`config.mk`:
```
export PLATFORM = sky130hd
export DESIGN_NAME = alu_rsp
export DESIGN_NICKNAME = d
export VERILOG_FILES = /design/src/rtl/alu_rsp.sv
export SDC_FILE = /design/constraint.sdc
export NUM_CORES = 1
export LEC_CHECK = 0
export CAP_MARGIN = 20
export CORE_UTILIZATION = 30
export CTS_CLUSTER_SIZE = 8
export DETAILED_ROUTE_END_ITERATION = 10
export MAX_ROUTING_LAYER = met4
export PLACE_DENSITY = 0.55
export SLEW_MARGIN = 25
export SYNTH_ARGS = -nofsm -noshare
export SYNTH_HDL_FRONTEND = slang
export SYNTH_SLANG_ARGS = --single-unit
```
`constraint.sdc`:
```
create_clock -name clk -period 5.5 [get_ports clk]
set_clock_uncertainty 0.1 [all_clocks]
set_input_delay 1.375 -clock clk [delete_from_list [all_inputs] [get_ports clk]]
set_output_delay 1.375 -clock clk [all_outputs]
set_load 0.01 [all_outputs]
```
`src/rtl/alu_rsp.sv`:
```
// alu_rsp: two-stage pipelined ALU with valid/ready request and response ports.
// Stage 1 captures operands and function code. Stage 2 holds the result and flags
// until the consumer takes them.
// Optional feature: define ALU_RSP_FLAGS_EN to add the carry (o_rsp_c) and
// signed-overflow (o_rsp_v) outputs. The default build omits both ports.
module alu_rsp #(
   parameter int WIDTH = 32
) (
   input  logic             clk,
   input  logic             rst_n,
   input  logic             i_req_valid,
   output logic             o_req_ready,
   input  logic [WIDTH-1:0] i_req_a,
   input  logic [WIDTH-1:0] i_req_b,
   input  logic [2:0]       i_req_f,
   output logic             o_rsp_valid,
   input  logic             i_rsp_ready,
   output logic [WIDTH-1:0] o_rsp_y,
   output logic             o_rsp_z,
   output logic             o_rsp_err
`ifdef ALU_RSP_FLAGS_EN
   ,
   output logic             o_rsp_c,
   output logic             o_rsp_v
`endif
);

   localparam logic [2:0] F_AND  = 3'b000;
   localparam logic [2:0] F_OR   = 3'b001;
   localparam logic [2:0] F_ADD  = 3'b010;
   localparam logic [2:0] F_ANDN = 3'b100;
   localparam logic [2:0] F_ORN  = 3'b101;
   localparam logic [2:0] F_SUB  = 3'b110;
   localparam logic [2:0] F_SLT  = 3'b111;

   // Stage 1 registers
   logic             r_s1_valid;
   logic [WIDTH-1:0] r_s1_a;
   logic [WIDTH-1:0] r_s1_b;
   logic [2:0]       r_s1_f;

   // Stage 2 registers (drive the response port directly)
   logic             r_s2_valid;
   logic [WIDTH-1:0] r_y;
   logic             r_z;
   logic             r_err;

   // Held low through reset so req_ready only rises on the first edge after release.
   logic             r_ready_en;

   logic             w_s2_ready;
   logic             w_s2_load;
   logic             w_req_ready;
   logic             w_req_fire;
   logic [WIDTH-1:0] w_add;
   logic [WIDTH-1:0] w_sub;
   logic             w_v_sub;
   logic             w_slt;
   logic [WIDTH-1:0] w_y_next;
   logic             w_err_next;

   // S2 can take new data when empty or when its current result leaves this cycle.
   assign w_s2_ready  = !r_s2_valid || i_rsp_ready;
   assign w_s2_load   = r_s1_valid && w_s2_ready;
   // Ready depends only on registered state and i_rsp_ready, never on i_req_valid.
   assign w_req_ready = r_ready_en && (!r_s1_valid || w_s2_ready);
   assign w_req_fire  = i_req_valid && w_req_ready;

   assign o_req_ready = w_req_ready;
   assign o_rsp_valid = r_s2_valid;
   assign o_rsp_y     = r_y;
   assign o_rsp_z     = r_z;
   assign o_rsp_err   = r_err;

   assign w_add   = r_s1_a + r_s1_b;
   assign w_sub   = r_s1_a - r_s1_b;
   // Subtraction overflows when operand signs differ and the result sign differs from a.
   assign w_v_sub = (r_s1_a[WIDTH-1] ^ r_s1_b[WIDTH-1]) & (w_sub[WIDTH-1] ^ r_s1_a[WIDTH-1]);
   // Signed less-than: sign of the difference, corrected when the subtraction overflowed.
   assign w_slt   = w_sub[WIDTH-1] ^ w_v_sub;

   // Result selection by function code; the one unassigned code flags an error.
   always_comb begin
      w_y_next   = '0;
      w_err_next = 1'b0;
      case (r_s1_f)
         F_AND:   w_y_next = r_s1_a & r_s1_b;
         F_OR:    w_y_next = r_s1_a | r_s1_b;
         F_ADD:   w_y_next = w_add;
         F_ANDN:  w_y_next = r_s1_a & ~r_s1_b;
         F_ORN:   w_y_next = r_s1_a | ~r_s1_b;
         F_SUB:   w_y_next = w_sub;
         F_SLT:   w_y_next = {{(WIDTH-1){1'b0}}, w_slt};
         default: begin
            w_y_next   = '0;
            w_err_next = 1'b1;
         end
      endcase
   end

   // Ready enable: cleared by reset, set on every clock thereafter.
   always_ff @(posedge clk or negedge rst_n) begin
      if (!rst_n) r_ready_en <= 1'b0;
      else        r_ready_en <= 1'b1;
   end

   // Stage 1: capture an accepted request, or empty when its content moves to S2.
   always_ff @(posedge clk or negedge rst_n) begin
      if (!rst_n) begin
         r_s1_valid <= 1'b0;
         r_s1_a     <= '0;
         r_s1_b     <= '0;
         r_s1_f     <= '0;
      end else if (w_req_fire) begin
         r_s1_valid <= 1'b1;
         r_s1_a     <= i_req_a;
         r_s1_b     <= i_req_b;
         r_s1_f     <= i_req_f;
      end else if (w_s2_load) begin
         r_s1_valid <= 1'b0;
      end
   end

   // Stage 2: load a new result when free; data only changes on a load so it is
   // stable while stalled and keeps its last value when empty.
   always_ff @(posedge clk or negedge rst_n) begin
      if (!rst_n) begin
         r_s2_valid <= 1'b0;
         r_y        <= '0;
         r_z        <= 1'b0;
         r_err      <= 1'b0;
      end else if (w_s2_ready) begin
         r_s2_valid <= r_s1_valid;
         if (r_s1_valid) begin
            r_y   <= w_y_next;
            r_z   <= (w_y_next == '0);
            r_err <= w_err_next;
         end
      end
   end

`ifdef ALU_RSP_FLAGS_EN
   logic w_v_add;
   logic w_c_next;
   logic w_v_next;
   logic r_c;
   logic r_v;

   // Addition overflows when both operands share a sign that the sum does not.
   assign w_v_add = ~(r_s1_a[WIDTH-1] ^ r_s1_b[WIDTH-1]) & (w_add[WIDTH-1] ^ r_s1_a[WIDTH-1]);

   // Carry/overflow only meaningful for add and subtract; zero for everything else.
   always_comb begin
      w_c_next = 1'b0;
      w_v_next = 1'b0;
      if (r_s1_f == F_ADD) begin
         w_c_next = (w_add < r_s1_a);     // wrapped sum means a carry out
         w_v_next = w_v_add;
      end else if (r_s1_f == F_SUB) begin
         w_c_next = (r_s1_a >= r_s1_b);   // not-borrow
         w_v_next = w_v_sub;
      end
   end

   // Flag registers follow the same load rule as the stage 2 result.
   always_ff @(posedge clk or negedge rst_n) begin
      if (!rst_n) begin
         r_c <= 1'b0;
         r_v <= 1'b0;
      end else if (w_s2_load) begin
         r_c <= w_c_next;
         r_v <= w_v_next;
      end
   end

   assign o_rsp_c = r_c;
   assign o_rsp_v = r_v;
`endif

endmodule

```
==> key figures <==
Status
  – Outcome: finished clean

Timing
  – RSZ-0062 raised after global routing: no
  – Final Hold Viols: 0
  – Period utilization: 91.54%
  – Setup WS post-layout: 0.4656 ns
  – Min Tclk post-route: 5.034 ns
  – Slew margin rel.: 41.63%
  – Worst Tran Pin Value: 0.8756 ns
  – Final Max Slew Viols: 0
  – Fmax: 198.6 MHz
  – Endpoints failing setup: 0
  – Final setup TNS: 0 ns

Synth
  – Post-Syn Instances: 993
  – Yosys reg bits: 104
  – Syn. warnings: 0
  – EDFF count, synth: 0
  – Distinct cells, synth: 78
  – Sequential element share of the synthesized area: 30.26%
  – Synthesized area: 8601 sq um
  – Post-synth top area share: 30.26%
  – Mapped Nets: 1129
  – Main flop type after synthesis: dfrtp_1
  – Fraction of registers with async set/reset: 100.0%
  – Mean Syn Cell Area: 8.661 sq um
  – Yosys top cell by area: dfrtp_1
  – Synth area leaders: dfrtp_1, ha_1, mux2_2

Placement
  – GP Congestion: 0.9081
  – Detail Placement HPWL: 20560 microns
  – Place WS: 0.3743 ns
  – Input/output buffers: 106

Detailed routing
  – Routed WL per cell: 18.24 microns
  – Via count: 7625
  – Initial DRC count: 605
  – Drt drc: 0
  – Via density: 5.237
  – Wirelength, routed: 26560 microns
  – Detail Route Antenna Nets: 0
  – DRT Pass-1 Iters: 5

Global route
  – Vias in the first global route: 7492
  – Grt ovf: 0
  – Pin count of the biggest net entering global routing: 63
  – GR Util All Layers: 19.27%
  – First-pass GRT wire length: 42320 microns
  – Initial antenna violation count: 0

CTS
  – Clk root buf: clkbuf_16
  – Worst-Skew Late Latency: 0.36 ns
  – Hold-fix buffers at CTS: 0
  – CTS buffer count: 9
  – Reg clk slew, reported paths: 0.07 ns
  – TritonCTS Sinks: 104
  – CTS tree: done
  – H-tree levels: 3
  – CTS Buffer Depth: 2
  – PostCTS Resize Cnt: 0
  – Setup repair bufs after CTS: 0

Power and ir drop
  – Leak pwr: 4.372 nW
  – Peak VDD IR: 0.1620 mV
  – PD cells: 396.4 nW/um^2

Floorplanning
  – Initial core utilization: 30.71%
  – Die height: 171.3 microns
  – Rows: 61
  – Die width: 171.3 microns
  – Ports: 107
  – Area of the die: 29350 sq um
  – Core area: 28010 sq um

Worst setup path
  – Crit. End Element: flop
  – Worst EP required: 5.69 ns
  – Crit path kind: reg2reg
  – CP startpoint kind: flop
  – Arr. time, crit path: 5.23 ns
  – CP max FO: 9

Cells and area
  – Fin util: 36.99%
  – Final #Nets: 1210
  – Ant. Diodes: 0
  – Area growth, synth to finish: 20.48%
  – Layout cell share with drive strength beyond 1: 12.80%

Run
  – MaxCap Viol Count: 0

Hold path
  – Min-delay worst type: reg2reg
==> cell families (layout without fill, tap and decap cells) <==
kind of cell,after synthesis,in the layout,synth area share [%]
compound gates,254,254,19.96
xor+xnor,51,51,5.194
fa+ha+maj,89,89,12.51
buf+inv,123,208,6.008
flops,104,104,30.26
mux,75,75,9.718
other cells,1,1,0.04360
simple gates,296,296,16.31
==> per-stage QoR <==
step                      hold WS [ns]  std cells  total power, mW  area (sq um)
after floorplan                 0.3708        993            2.656          8601
after global placement          0.3562       1441            3.462         10040
after detailed placement        0.3598       1441            3.458         10040
after CTS                       0.3769       1456            4.109         10320
after global routing            0.3954       1456            4.427         10360
final                           0.3683       1456            4.108         10360
==> critical path, stage by stage, from the launching register on <==
cell and delay (ns):
dfrtp_1 0.41, inv_1 0.06, ha_2 0.42, o21ai_0 0.11, nand2b_1 0.17, o2111ai_2 0.17
and3_1 0.25, a311o_1 0.39, a21oi_1 0.21, o21ai_0 0.11, nand2b_1 0.09, a21o_1 0.11
a21oi_1 0.07, fa_1 0.43, nand3_1 0.10, o211ai_1 0.10, o21ai_0 0.16, nand4_1 0.14
nor3_1 0.16, nand3_1 0.09, or4_1 0.58, nor4b_2 0.31, nand4_1 0.10, o21ai_1 0.14
==> metal layers <==
| layer | wire length [microns] | global-route usage (%) | vias to the layer above |
|---|---|---|---|
| li1 | - | - | 3697 |
| met1 | 12780 | 26.57 | 3672 |
| met2 | 11970 | 29.80 | 233 |
| met3 | 1476 | 2.761 | 23 |
| met4 | 334 | 4.231 | 0 |
| met5 | 0 | - | - |
==> placed cells by master, fill, tap and decap left out, types with 4 or more instances in the layout <==
cell type,count
mux2_2,68
buf_4,25
o22ai_1,12
ha_1,57
xor2_1,33
ha_2,4
nor2b_1,9
clkdlybuf4s50_1,105
xnor2_1,18
nand3_1,15
a221oi_1,5
clkbuf_16,9
a21oi_1,75
o21ai_1,5
o31ai_1,12
mux2i_1,7
maj3_1,24
o211ai_1,13
o21a_1,7
nand2b_1,12
nor3_1,25
o21ai_0,43
nor4_1,6
inv_1,59
or3_1,7
nand2_1,109
a31oi_1,11
a21o_1,12
nand4_1,15
a211oi_1,5
or4_1,7
o21bai_1,6
and2_1,5
a2111oi_0,4
nor2_1,68
dfrtp_1,102
==> Yosys cell counts, types with 5 or more instances <==
| cell | n |
|---|---|
| or4_1 | 7 |
| maj3_1 | 24 |
| buf_4 | 5 |
| o211ai_1 | 13 |
| nand4_1 | 15 |
| inv_1 | 59 |
| nor2_1 | 70 |
| or3_1 | 7 |
| nor3_1 | 25 |
| a21o_1 | 12 |
| nand2_1 | 110 |
| o21ai_0 | 44 |
| nand3_1 | 15 |
| a211oi_1 | 5 |
| xor2_1 | 33 |
| buf_2 | 10 |
| nor2b_1 | 9 |
| o31ai_1 | 12 |
| mux2_2 | 68 |
| a31oi_1 | 11 |
| o21bai_1 | 6 |
| dfrtp_1 | 104 |
| xnor2_1 | 18 |
| and2_1 | 5 |
| o21a_1 | 7 |
| buf_1 | 15 |
| ha_1 | 62 |
| a221oi_1 | 5 |
| o22ai_1 | 12 |
| mux2i_1 | 7 |
| a21oi_1 | 76 |
| clkbuf_1 | 26 |
| nor4_1 | 6 |
| nand2b_1 | 12 |
==> registers in the layout, summed over array words and instances, names as in the netlist <==
register / cells
o_rsp_err: 1
o_rsp_valid: 1
o_rsp_y: 32
o_rsp_z: 1
r_ready_en: 1
r_s1_a: 32
r_s1_b: 32
r_s1_f: 3
r_s1_valid: 1
==> report_power, final <==
| part | internal, mW | switching (mW) |
|---|---|---|
| Sequential | 0.951 | 0.188 |
| Combinational | 1.01 | 1.33 |
| Clock | 0.331 | 0.298 |
| Total | 2.29 | 1.82 |
==> final cells by class <==
| type | instances | area (sq um) |
|---|---|---|
| fill | 2923 | 17650 |
| multi-input combinational | 766 | 5528 |
| sequential | 104 | 2605 |
| timing repair buffer | 130 | 1239 |
| tap | 378 | 473.0 |
| clock buffer | 11 | 252.7 |
| inverter | 63 | 236.5 |
| clock inverter | 4 | 28.78 |
==> worst paths after layout <==
kind                                          from                 endpoint  slack, ns  cells after the start
max                          r_s1_b[6]$_DFFE_PN0P_      o_rsp_z$_DFFE_PN0P_       0.47                     23
min                        o_rsp_y[12]$_DFFE_PN0P_  o_rsp_y[12]$_DFFE_PN0P_       0.37                      2
max reg2reg                  r_s1_b[6]$_DFFE_PN0P_      o_rsp_z$_DFFE_PN0P_       0.47                     23
min reg2reg                o_rsp_y[12]$_DFFE_PN0P_  o_rsp_y[12]$_DFFE_PN0P_       0.37                      2
max in group asynchronous                    rst_n    r_s1_b[2]$_DFFE_PN0P_       3.25                      2
min in group asynchronous                    rst_n  o_rsp_y[15]$_DFFE_PN0P_       0.98                      1
(Power assumes the default switching activity.)
